<file path="src/rtl/apmu_ibex_pmu_counter_bank.sv">
// Performance-counter bank with a three-state request handshake (read/write, wait-for-positive, wait-for-overflow).
// Optional macro APMU_PMC_WAIT_TIMEOUT_EN bounds wait operations to TIMEOUT_CYCLES cycles.

package ibex_pkg;
    typedef enum logic [1:0] {
        PMC_IDLE = 2'd0,
        PMC_REQ  = 2'd1,
        PMC_WFP  = 2'd2,
        PMC_WFO  = 2'd3
    } pmc_op_e;
endpackage

module apmu_ibex_pmu_counter_bank #(
    parameter int NUM_COUNTERS   = 8,
    parameter int TIMEOUT_CYCLES = 1024
) (
    input  logic                    clk_i,
    input  logic                    rst_ni,
    input  ibex_pkg::pmc_op_e       counter_op_i,
    output logic                    counter_gnt_o,
    output logic                    counter_rvalid_o,
    output logic                    counter_err_o,
    input  logic [31:0]             counter_addr_i,
    input  logic                    counter_we_i,
    input  logic [31:0]             counter_wdata_i,
    output logic [31:0]             counter_rdata_o,
    input  logic [NUM_COUNTERS-1:0] event_i,
    output logic [NUM_COUNTERS-1:0] ovf_o
);
    import ibex_pkg::*;

    typedef enum logic [1:0] {
        S_IDLE = 2'd0,
        S_RESP = 2'd1,
        S_WAIT = 2'd2
    } state_e;

    localparam logic [4:0] NUM_CNT = 5'(NUM_COUNTERS);

    state_e      state_q, state_d;
    logic [3:0]  idx_q, idx_d;
    pmc_op_e     op_q, op_d;
    logic        resp_err_q, resp_err_d;
    logic [31:0] resp_data_q, resp_data_d;

    logic [NUM_COUNTERS*32-1:0] cnt_flat;
    logic [NUM_COUNTERS-1:0]    wr_en;
    logic [NUM_COUNTERS-1:0]    ovf_clr;

    logic [3:0]  addr_idx;
    logic        addr_ok;
    logic        accept;
    logic [31:0] addr_val;
    logic [31:0] wait_val;
    logic        wait_ovf;
    logic        wait_hit;
    logic        timeout_hit;
    logic        wait_abort;
    logic        wait_fire;
    logic        wait_tmo;

    assign addr_idx = counter_addr_i[5:2];
    assign addr_ok  = (counter_addr_i[1:0] == 2'b00) &&
                      (counter_addr_i[31:6] == 26'd0) &&
                      ({1'b0, addr_idx} < NUM_CNT);
    assign accept   = (state_q == S_IDLE) && (counter_op_i != PMC_IDLE);

    // Two independent read ports: one for the address being accepted, one for the counter being waited on.
    always_comb begin
        addr_val = '0;
        wait_val = '0;
        wait_ovf = 1'b0;
        for (int i = 0; i < NUM_COUNTERS; i++) begin
            if (addr_idx == 4'(i)) begin
                addr_val = cnt_flat[i*32 +: 32];
            end
            if (idx_q == 4'(i)) begin
                wait_val = cnt_flat[i*32 +: 32];
                wait_ovf = ovf_o[i];
            end
        end
    end

    assign wait_hit = (op_q == PMC_WFO) ? wait_ovf
                                        : (!wait_val[31] && (wait_val != 32'd0));

`ifdef APMU_PMC_WAIT_TIMEOUT_EN
    logic [31:0] wait_cnt_q, wait_cnt_d;

    always_comb begin
        wait_cnt_d = '0;
        if (state_q == S_WAIT) begin
            wait_cnt_d = wait_cnt_q + 32'd1;
        end
    end

    always_ff @(posedge clk_i or negedge rst_ni) begin
        if (!rst_ni) begin
            wait_cnt_q <= '0;
        end else begin
            wait_cnt_q <= wait_cnt_d;
        end
    end

    // Fires in the TIMEOUT_CYCLES-th cycle spent in S_WAIT.
    assign timeout_hit = (state_q == S_WAIT) && (wait_cnt_q == 32'(TIMEOUT_CYCLES - 1));
`else
    logic unused_timeout;
    assign unused_timeout = ^32'(TIMEOUT_CYCLES);
    assign timeout_hit    = 1'b0;
`endif

    // State and request-context registers.
    always_ff @(posedge clk_i or negedge rst_ni) begin
        if (!rst_ni) begin
            state_q     <= S_IDLE;
            idx_q       <= '0;
            op_q        <= PMC_IDLE;
            resp_err_q  <= 1'b0;
            resp_data_q <= '0;
        end else begin
            state_q     <= state_d;
            idx_q       <= idx_d;
            op_q        <= op_d;
            resp_err_q  <= resp_err_d;
            resp_data_q <= resp_data_d;
        end
    end

    // Next-state logic.
    always_comb begin
        state_d     = state_q;
        idx_d       = idx_q;
        op_d        = op_q;
        resp_err_d  = resp_err_q;
        resp_data_d = resp_data_q;
        unique case (state_q)
            S_IDLE: begin
                if (accept) begin
                    idx_d = addr_idx;
                    op_d  = counter_op_i;
                    if (!addr_ok) begin
                        state_d     = S_RESP;
                        resp_err_d  = 1'b1;
                        resp_data_d = '0;
                    end else if (counter_op_i == PMC_REQ) begin
                        // Read data is the value before any write landing on this edge.
                        state_d     = S_RESP;
                        resp_err_d  = 1'b0;
                        resp_data_d = addr_val;
                    end else begin
                        state_d = S_WAIT;
                    end
                end
            end
            S_RESP: begin
                state_d = S_IDLE;
            end
            S_WAIT: begin
                if (wait_abort || wait_fire || wait_tmo) begin
                    state_d = S_IDLE;
                end
            end
            default: begin
                state_d = S_IDLE;
            end
        endcase
    end

    // Output logic; a dropped op wins over a same-cycle completion.
    always_comb begin
        wait_abort       = (state_q == S_WAIT) && (counter_op_i == PMC_IDLE);
        wait_fire        = (state_q == S_WAIT) && !wait_abort && wait_hit;
        wait_tmo         = (state_q == S_WAIT) && !wait_abort && !wait_hit && timeout_hit;
        counter_gnt_o    = (state_q == S_IDLE);
        counter_rvalid_o = (state_q == S_RESP) || wait_fire || wait_tmo;
        counter_err_o    = ((state_q == S_RESP) && resp_err_q) || wait_tmo;
        counter_rdata_o  = '0;
        if (state_q == S_RESP) begin
            counter_rdata_o = resp_data_q;
        end else if (wait_fire || wait_tmo) begin
            counter_rdata_o = wait_val;
        end
    end

    for (genvar gi = 0; gi < NUM_COUNTERS; gi++) begin : g_cnt
        logic [31:0] cnt_q, cnt_d;
        logic        ovf_q, ovf_d;

        assign wr_en[gi]   = accept && addr_ok && (counter_op_i == PMC_REQ) &&
                             counter_we_i && (addr_idx == 4'(gi));
        assign ovf_clr[gi] = wait_fire && (op_q == PMC_WFO) && (idx_q == 4'(gi));

        // A write overrides a same-cycle event; a wrap re-arms the flag even on a clearing edge.
        always_comb begin
            cnt_d = cnt_q;
            ovf_d = ovf_q;
            if (wr_en[gi]) begin
                cnt_d = counter_wdata_i;
                ovf_d = 1'b0;
            end else begin
                if (ovf_clr[gi]) begin
                    ovf_d = 1'b0;
                end
                if (event_i[gi]) begin
                    cnt_d = cnt_q + 32'd1;
                    if (&cnt_q) begin
                        ovf_d = 1'b1;
                    end
                end
            end
        end

        always_ff @(posedge clk_i or negedge rst_ni) begin
            if (!rst_ni) begin
                cnt_q <= '0;
                ovf_q <= 1'b0;
            end else begin
                cnt_q <= cnt_d;
                ovf_q <= ovf_d;
            end
        end

        assign cnt_flat[gi*32 +: 32] = cnt_q;
        assign ovf_o[gi]             = ovf_q;
    end

endmodule

</file>
<file path="config.mk">
export PLATFORM = sky130hd
export DESIGN_NAME = apmu_ibex_pmu_counter_bank
export DESIGN_NICKNAME = d
export VERILOG_FILES = /design/src/rtl/apmu_ibex_pmu_counter_bank.sv
export SDC_FILE = /design/constraint.sdc
export NUM_CORES = 1
export LEC_CHECK = 0
export CORE_MARGIN = 3
export CORE_UTILIZATION = 55
export CTS_CLUSTER_DIAMETER = 120
export CTS_CLUSTER_SIZE = 12
export DETAILED_ROUTE_END_ITERATION = 7
export HOLD_SLACK_MARGIN = 0.06
export PLACE_DENSITY = 0.83
export SLEW_MARGIN = 20
export SYNTH_ARGS = -nofsm -noshare
export SYNTH_HDL_FRONTEND = slang
export SYNTH_SLANG_ARGS = --single-unit
</file>
<file path="constraint.sdc">
create_clock -name clk_i -period 2.7 [get_ports clk_i]
set_input_delay 0.54 -clock clk_i [delete_from_list [all_inputs] [get_ports clk_i]]
set_output_delay 0.54 -clock clk_i [all_outputs]
set_load 0.03 [all_outputs]
</file>
After elaboration in Yosys (flattened, before gate mapping)

Cells that the tools add are included.

Bits in registers: 305
Latch bits: 0
Bits in writable memories: 0
ROM bits: 0
Bits of input ports: 77
Output and inout port bits: 43
Word-level logic and storage cells: 194
Memories kept: 0

Add/subtract/negate cells: 8
Multipliers: 0
Divide/modulo/power cells: 0
Order comparisons: 1
Equal/unequal tests: 21
Shifts and indexed selects: 0
Muxes and demuxes: 84
Bitwise operators: 0
Reduce and logical (&&, ||, !) cells: 59

Operators with widths:

| kind                                                 | number |
|---|---|
| two-way mux 32 bit                                   | 36 |
| adder 32 x 1 -> 32 bit (second input constant)       | 8 |
| AND reduction 32 bit                                 | 8 |
| two-way mux 1 bit                                    | 43 |
| equality test 4 x 3 -> 1 bit (second input constant) | 8 |
| nonzero test 32 bit                                  | 1 |
| logical AND 1 bit                                    | 28 |
| logical NOT 26 bit                                   | 1 |
| nonzero test 2 bit                                   | 9 |
| equality test 4 x 2 -> 1 bit (second input constant) | 4 |
| equality test 4 x 1 -> 1 bit (second input constant) | 2 |
| logical NOT 4 bit                                    | 2 |
| two-way mux 2 bit                                    | 4 |
| logical NOT 2 bit                                    | 3 |
| equality test 2 x 1 -> 1 bit (second input constant) | 2 |
| equality test 2 bit (second input constant)          | 2 |
| < comparator 4 bit (second input constant)           | 1 |
| != test 2 x 1 -> 1 bit (second input constant)       | 2 |
| case mux 2 bit (2 select lines)                      | 1 |
| AND reduction 2 bit                                  | 2 |
| AND reduction 3 bit                                  | 1 |
| logical NOT 1 bit                                    | 2 |
| logical OR 1 bit                                     | 2 |
| != test 2 bit (second input constant)                | 1 |

Longest topological paths before layout

Gate-level depths: netlist of the first run.

Depth after elaboration: 19
Depth in mapped cells: 13
Gate-level depth less buffers: 9

Worst setup path after synthesis of the first run

OpenSTA, ideal clock, no wires.

Path type: reg2out
Start: register idx_q[1]
End: output counter_rdata_o[31]
Arrival: 2835 ps
Required time: 2160 ps
Slack: -675 ps
Stages on the path, launching flop included: 10
Buffers on the path: 3
Cells stage by stage: dfrtp_1 > buf_6 > buf_6 > buf_2 > nand2_1 > nor2_1 > a211o_1 > nand3_1 > or2_2 > o41ai_1

Cells in the longest elaborated chain, start to end: 15
Elaborated cells on any way between the ends: 31
Classes of those cells: eq/ne: 7; mux: 19; reduce/logical: 5

Ends and longest elaborated chain:

| item                                                            | RTL line | text |
|---|---|---|
| from (decl)                                                     | 41       | `logic [3:0] idx_q, idx_d;` |
| from (signal assigned)                                          | 123      | `idx_q <= idx_d;` |
| logical NOT 4 bit                                               | 77       | `if (idx_q == 4'(i)) begin` |
| two-way mux 32 bit (8 in a row)                                 | 77       |  |
| nonzero test 32 bit / logical NOT 1 bit (equally long branches) | 85       | `: (!wait_val[31] && (wait_val != 32'd0));` |
| logical AND 1 bit                                               | 85       |  |
| two-way mux 1 bit                                               | 84       | `assign wait_hit = (op_q == PMC_WFO) ? wait_ovf` |
| logical AND 1 bit                                               | 173      | `wait_fire = (state_q == S_WAIT) && !wait_abort && wait_hit;` |
| two-way mux 32 bit (*)                                          | 181      | `end else if (wait_fire \|\| wait_tmo) begin` |
| two-way mux 32 bit (*)                                          | 179      | `if (state_q == S_RESP) begin` |
| to (decl)                                                       | 26       | `output logic [31:0] counter_rdata_o,` |

Mark *: on every way between the ends. The rest lies on a longest branch, timed or not.

Worst setup path after layout of the first run

Start: register idx_q[1]
End: output counter_rdata_o[11]

The elaborated chain is that of the path after synthesis.

==> results of run 1 <==
[through the flow]
stage | total power, mW | instance area (um2) | instances | TNS (ns)
5_1_grt | 15.1 | 27700 | 3489 | -51.21
2_1_floorplan | 7.78 | 20900 | 2492 | -9.98
4_1_cts | 14.3 | 27400 | 3471 | -43.81
3_3_place_gp | 10.4 | 26400 | 3435 | -66.56
3_5_place_dp | 10.5 | 26400 | 3435 | -76.04
6_report | 14.7 | 27700 | 3490 | -48.80
[worst max-delay path by stage]
stage | to | slack [ns] | depth (start not counted)
after floorplan | counter_rdata_o[11] | -0.33 | 10
after global placement | counter_rdata_o[4] | -0.77 | 12
after detailed placement | counter_rdata_o[5] | -0.81 | 12
after CTS | counter_rdata_o[5] | -1.39 | 12
after global routing | counter_rdata_o[14] | -1.58 | 15
final | counter_rdata_o[11] | -1.49 | 12
[routing by layer]
layer	global-route usage (%)	wire length [um]	up-vias
li1	-	-	9814
met1	63.6	35900	11033
met4	18.6	4870	6
met3	11.7	13400	318
met5	0	47	-
met2	68.9	39500	1728
[worst register-to-register path, stage by stage, from the launching register on]
cell	delay, ns
dfrtp_4	0.55
buf_12	0.19
buf_12	0.15
nand2b_4	0.15
a2111oi_4	0.34
a211o_1	0.21
nand3_4	0.13
buf_6	0.15
or4_4	0.54
buf_6	0.17
o21a_1	0.19
o21a_1	0.19
[flip-flops by register name, indices dropped and copies added, names as in the netlist]
| signal | flops |
|---|---|
| idx_q | 4 |
| g_cnt.cnt_q | 256 |
| resp_err_q | 1 |
| state_q | 2 |
| g_cnt.ovf_q | 8 |
| op_q | 2 |
| resp_data_q | 32 |
[layout make-up]
type,instances,area (um2),area share (%)
multi-input cells,1944,12500,45.1
well taps,504,631,2.27
flip-flops and latches,305,7640,27.5
clock buffers,31,733,2.64
inverters,31,116,0.419
diodes,1,2.50,0.00902
clock inverters,1,8.76,0.0316
repair buffers,673,6110,22.0
[where the power goes]
group / switching [mW] / internal [mW]
clock: 1.82 / 1.89
sequential: 0.493 / 5.01
combinational: 3.05 / 2.39
total: 5.36 / 9.30
[placed cells by master (no fill, tap or decap), drive strengths merged, types with 43 or more instances in the layout]
| cell type | Yosys | layout |
|---|---|---|
| a21oi | 167 | 167 |
| o21ai | 277 | 277 |
| mux2i | 49 | 49 |
| and3 | 43 | 43 |
| xnor2 | 96 | 96 |
| mux2 | 46 | 46 |
| buf | 53 | 584 |
| dfrtp | 305 | 305 |
| nand2 | 352 | 352 |
| xor2 | 153 | 153 |
| a22o | 45 | 45 |
| a22oi | 61 | 61 |
| nor2 | 200 | 200 |
| nand3 | 96 | 96 |
| clkdlybuf4s50 | 0 | 84 |
| nand4 | 72 | 72 |
[what timing repair did]
item	in CTS	in global routing
resized for setup	33	39
hold buffers	1	0
buffers inserted	2	15
setup endpoints to repair	49	55
hold endpoints to repair	47	0
pin swaps	4	9
cloned	1	3
[kinds of logic (layout without fill, tap and decap cells)]
| kind of cell | Yosys count | in the layout |
|---|---|---|
| and+or+nand+nor | 911 | 911 |
| buffers and inverters | 243 | 736 |
| adders and majority gates | 8 | 8 |
| AOI/OAI and AO/OA | 667 | 667 |
| xor gates and xnor gates | 249 | 249 |
| other | 0 | 1 |
| DFF | 305 | 305 |
| muxes | 109 | 109 |
==> out/metrics.yaml, run 1 <==
outcome:
  status: "finished with violations"
  violations: "DRC, setup timing"
power_and_ir_drop:
  ir_drop_mv: 0.557
  power_density_mw_per_mm2: 528
  p_leak_nw: 11.9
synth:
  synth_compound_area_share_pct: 19.6
  synthTopCellsByArea: "dfrtp_1, xor2_1, nand2_1, o21ai_0, xnor2_1"
  ys_seq_area_share_pct: 36.9
  synth_top_area_cell: "dfrtp_1"
  synth_top_area_share_pct: 36.9
  yosys-top-cells-count: "nand2_1, dfrtp_1, o21ai_0"
  synthAdderAreaFrac_pct: 0.484
  synth_simple_gate_area_share_pct: 20.8
  synth_cell_types: 74
  synth_top_family_by_area: "simple AND/OR/NAND/NOR gates"
  synth_seq_cells: 305
  synth_edf_count: 0
  synth-xor-area-share_pct: 10.5
  syn-cell-area_mm2: 0.0207
  syn_nets: 2577
  synth_mux_area_share_pct: 6.40
  synth.most_common_cell: "nand2_1"
  syn_inst: 2492
  avgSynthCellArea_um2: 8.30
  yosysWarningCount: 0
  synth_ff_type: "dfrtp_1"
  ys_async_sr_fraction_pct: 100
sta:
  worst_clock_skew_ns: 0.0289
  max_slew_margin_pct: 33.0
  post-route-min-period_ns: 4.19
  hold_ws_ns: 0.486
  fmax_mhz: 239
  worst_slew_pin_slew_ns: 0.997
  drv_slew: 0
  finalSetupViolations: 38
  rsz0062_at_grt: "yes"
  finalHoldViolCount: 0
  layout_setup_ws_ns: -1.49
  period_share_pct: 155
worst_setup_path:
  path_buf_inv: 4
  startpoint: "idx_q[1]"
  r2r-end: "g_cnt[3].ovf_q"
  r2r_setup_slack_ns: -0.38
  cp-start-kind: "flop"
  cpPeakStageDelay_ns: 0.55
  path_cells: "buf_12 -> buf_12 -> mux4_2 -> nor2_1 -> or3_1 -> o2111ai_2 -> nor4_4 -> nand4_1 -> o21a_2 -> clkbuf_16 -> a22o_4 -> buf_12"
  critical_path_arrival_ns: 3.65
  crit_fanout: 14
  cp.required_ns: 2.16
  worstSetupPathType: "reg2out"
  path_common_cell: "buf_12"
  crit_family: "simple AND/OR/NAND/NOR gates"
  end_kind: "output pin"
  r2r-start: "idx_q[1]"
  slowest_stage: "dfrtp_4"
  reg2reg_depth: 11
routing:
  vias_per_cell: 6.56
  vias: 22899
  drcViolationCount: 1
  drtAntennaViolNets: 0
  wl_um: 93700
  drt-wirelength-per-cell_um: 26.9
  drt-initial-drc-count: 3367
  first_pass_iters: 8
global_routing:
  antenna_found_initial: 4
  grt.overflow.total: 0
  grt_max_degree: 84
  grt_pass1_vias: 21580
  grt_pass1_wl_um: 136000
  track_usage_pct: 45.8
cts:
  cts_tree: "done"
  clkLatencyLatePin_ns: 0.60
  path_clk_slew_ns: 0.07
  htree_levels: 1
  cts-buffers-inserted: 29
  clockRootBuffer: "clkbuf_16"
  clock-sinks: 305
  cts_buffer_depth: 3
hold_path:
  hp-class: "in2async"
place:
  place_ws_ns: -0.808
  gp_congestion: 1.11
  dp_hpwl_um: 73700
  numPortBuffers: 119
floorplanning:
  fp.dieH_um: 200
  die_x_um: 200
  start_util_pct: 56.1
  row_count: 70
  dieArea_mm2: 0.0400
  pin_count: 120
  core_mm2: 0.0369
cells_and_area:
  nFillCells: 2642
  final_core_utilization_pct: 75.2
  area.growth.synth_to_final_pct: 34.1
  layout.nets: 3069
  layout-drive-gt1-share_pct: 25.9
run:
  cap_viol_max_count: 0
Note: power is estimated with default switching activity, not from simulation.
==> run 2: changes to the inputs <==
--- a/config.mk
+++ b/config.mk
@@ -12,6 +12,7 @@
 export DETAILED_ROUTE_END_ITERATION = 7
 export HOLD_SLACK_MARGIN = 0.06
 export PLACE_DENSITY = 0.83
+export SETUP_SLACK_MARGIN = 0.2
 export SLEW_MARGIN = 20
 export SYNTH_ARGS = -nofsm -noshare
 export SYNTH_HDL_FRONTEND = slang
==> run 2 against run 1 <==
  * The run still ends with DRC, setup timing left
  * Cell count up 0.40%
  * Combinational power about the same
  * Count of clock-buffer cells in the layout unchanged
  * Final area up 1.1%
  * Sequential power about the same
  * Hold slack worse by 0.0052 ns
  * Critical path depth unchanged
  * Clock power about the same
  * Critical path type unchanged
  * Via count up 0.41%
==> out/metrics.yaml, run 2 (synthesis results as in run 1) <==
sta:
  layout_setup_ws_ns: -1.51  # was -1.49 ns
  hold_ws_ns: 0.481  # was 0.486 ns
  rsz0062_at_grt: "yes"  # unchanged
  worst_clock_skew_ns: 0.0289  # about the same
  fmax_mhz: 238  # was 239 MHz
  period_share_pct: 156  # was 155%
  drv_slew: 0  # unchanged
  finalHoldViolCount: 0  # unchanged
  finalSetupViolations: 49  # was 38
  post-route-min-period_ns: 4.21  # was 4.19 ns
  worst_slew_pin_slew_ns: 0.920  # was 0.997 ns
  max_slew_margin_pct: 38.0  # was 33.0%
floorplanning:
  pin_count: 120  # unchanged
  core_mm2: 0.0369  # unchanged
  start_util_pct: 56.1  # unchanged
  row_count: 70  # unchanged
  dieArea_mm2: 0.0400  # unchanged
  fp.dieH_um: 200  # unchanged
  die_x_um: 200  # unchanged
routing:
  vias: 22993  # was 22899
  drt-wirelength-per-cell_um: 27.0  # was 26.9 um
  vias_per_cell: 6.56  # about the same
  drtAntennaViolNets: 0  # unchanged
  first_pass_iters: 8  # unchanged
  drt-initial-drc-count: 3351  # was 3367
  wl_um: 94500  # was 93700 um
  drcViolationCount: 17  # was 1
power_and_ir_drop:
  ir_drop_mv: 0.569  # was 0.557 mV
  power_density_mw_per_mm2: 525  # was 528 mW/mm2
  p_leak_nw: 12.0  # was 11.9 nW
worst_setup_path:
  end_kind: "output pin"  # unchanged
  critical_path_arrival_ns: 3.67  # was 3.65 ns
  crit_fanout: 15  # was 14
  cp.required_ns: 2.16  # about the same
  cp-start-kind: "flop"  # unchanged
  worstSetupPathType: "reg2out"  # unchanged
cts:
  clockRootBuffer: "clkbuf_16"  # unchanged
  clock-sinks: 305  # unchanged
  cts-buffers-inserted: 29  # unchanged
  clkLatencyLatePin_ns: 0.61  # was 0.60 ns
  cts_tree: "done"  # unchanged
  path_clk_slew_ns: 0.07  # about the same
  htree_levels: 1  # unchanged
  cts_buffer_depth: 3  # unchanged
hold_path:
  hp-class: "in2async"  # unchanged
run:
  cap_viol_max_count: 0  # unchanged
global_routing:
  grt_pass1_vias: 21673  # was 21580
  track_usage_pct: 45.9  # was 45.8%
  antenna_found_initial: 4  # unchanged
  grt_max_degree: 84  # unchanged
  grt.overflow.total: 0  # unchanged
  grt_pass1_wl_um: 136000  # about the same
cells_and_area:
  layout_commonest_cell: "buf_4"  # unchanged
  layout.nets: 3081  # was 3069
  layout-drive-gt1-share_pct: 27.5  # was 25.9%
  area.growth.synth_to_final_pct: 35.6  # was 34.1%
  regMostFlops: "g_cnt.cnt_q"  # unchanged
  largest_reg_flops: 256  # unchanged
  finalInstanceArea_mm2: 0.0280  # was 0.0277 mm2
  reg_top3: "g_cnt.cnt_q x256, resp_data_q x32, g_cnt.ovf_q x8"  # unchanged
  most-common-layout-cells: "buf_4, nand2_1, dfrtp_1"  # unchanged
place:
  dp_hpwl_um: 73700  # unchanged
  numPortBuffers: 119  # unchanged
  placed_cell_area_mm2: 0.0264  # unchanged
  gp_congestion: 1.11  # unchanged
outcome:
  status: "finished with violations"  # unchanged
  violations: "DRC, setup timing"  # unchanged
==> run 2: cell types whose count changed in the layout (fill, tap and decap cells not counted), sizes merged <==
cell and change:
dlymetal6s2s +1, clkbuf +1, buf +11, diode +2
dlygate4sd2 +1, clkdlybuf4s50 -2
==> run 2: power breakdown <==
part | internal (mW) | switching [mW] | total (mW)
clock network | 1.89 | 1.83 | 3.73
registers | 5.01 | 0.496 | 5.51
logic | 2.41 | 3.08 | 5.48
total | 9.31 | 5.41 | 14.7
==> run 2: path summary, 6_finish.rpt <==
| kind | end | from | cells past startpoint | slack (ns) |
|---|---|---|---|---|
| max | counter_rdata_o[14] | idx_q[0] | 12 | -1.51 |
| min | g_cnt[6].cnt_q[13] | rst_ni | 2 | 0.48 |
| max reg2reg | g_cnt[3].ovf_q | idx_q[0] | 12 | -0.38 |
| min reg2reg | resp_data_q[31] | resp_data_q[31] | 2 | 0.49 |
| max in group asynchronous | g_cnt[0].cnt_q[27] | rst_ni | 3 | 1.33 |
| min in group clk_i | resp_data_q[31] | resp_data_q[31] | 2 | 0.49 |
==> run 2: repair_timing <==
| item | CTS | global route |
|---|---|---|
| endpoints found under the hold margin | 47 | 0 |
| pin swaps | 10 | 36 |
| setup buffers | 9 | 19 |
| resized for setup | 53 | 75 |
| setup endpoints to repair | 73 | 160 |
| hold buffers | 1 | 0 |
| cloned | 1 | 4 |
==> run 2: worst max-delay path: stages, from the launching register on <==
cell,delay (ns)
dfrtp_2,0.45
buf_12,0.19
buf_12,0.14
mux4_2,0.58
a2bb2oi_2,0.24
o2111ai_2,0.15
nor4_4,0.26
nand4_1,0.19
buf_4,0.19
o21ai_4,0.23
buf_12,0.19
o21ai_1,0.08
buf_4,0.18
==> run 2: routing by layer <==
layer	global-route usage [%]	share of wire, %	wire length (um)	vias to the layer above
met1	63.4	38	36000	11050
met4	18.5	5.3	5010	6
met3	12.3	14	13600	337
met2	69.3	42	39800	1757
met5	0	0.046	43	-
li1	-	-	-	9843
==> run 2: through the flow <==
stage | utilization [%] | setup WS [ns] | instances | power [mW] | TNS [ns]
floorplan | - | -0.333 | 2492 | 7.78 | -9.98
global placement | 71.7 | -0.773 | 3435 | 10.4 | -66.56
detailed placement | 71.7 | -0.808 | 3435 | 10.5 | -76.04
CTS | 74.6 | -1.39 | 3478 | 14.3 | -43.78
global route | 76.0 | -1.58 | 3501 | 15.1 | -51.91
finish | 76.1 | -1.51 | 3504 | 14.7 | -49.42
==> run 2: cell type report <==
| type | instances | area (um2) |
|---|---|---|
| Clock inverter | 1 | 8.76 |
| Inverter | 31 | 116 |
| Multi-Input combinational cell | 1944 | 12700 |
| Fill cell | 2594 | 8830 |
| Sequential cell | 305 | 7640 |
| Antenna cell | 3 | 7.51 |
| Timing Repair Buffer | 685 | 6220 |
| Tap cell | 504 | 631 |
| Clock buffer | 31 | 733 |
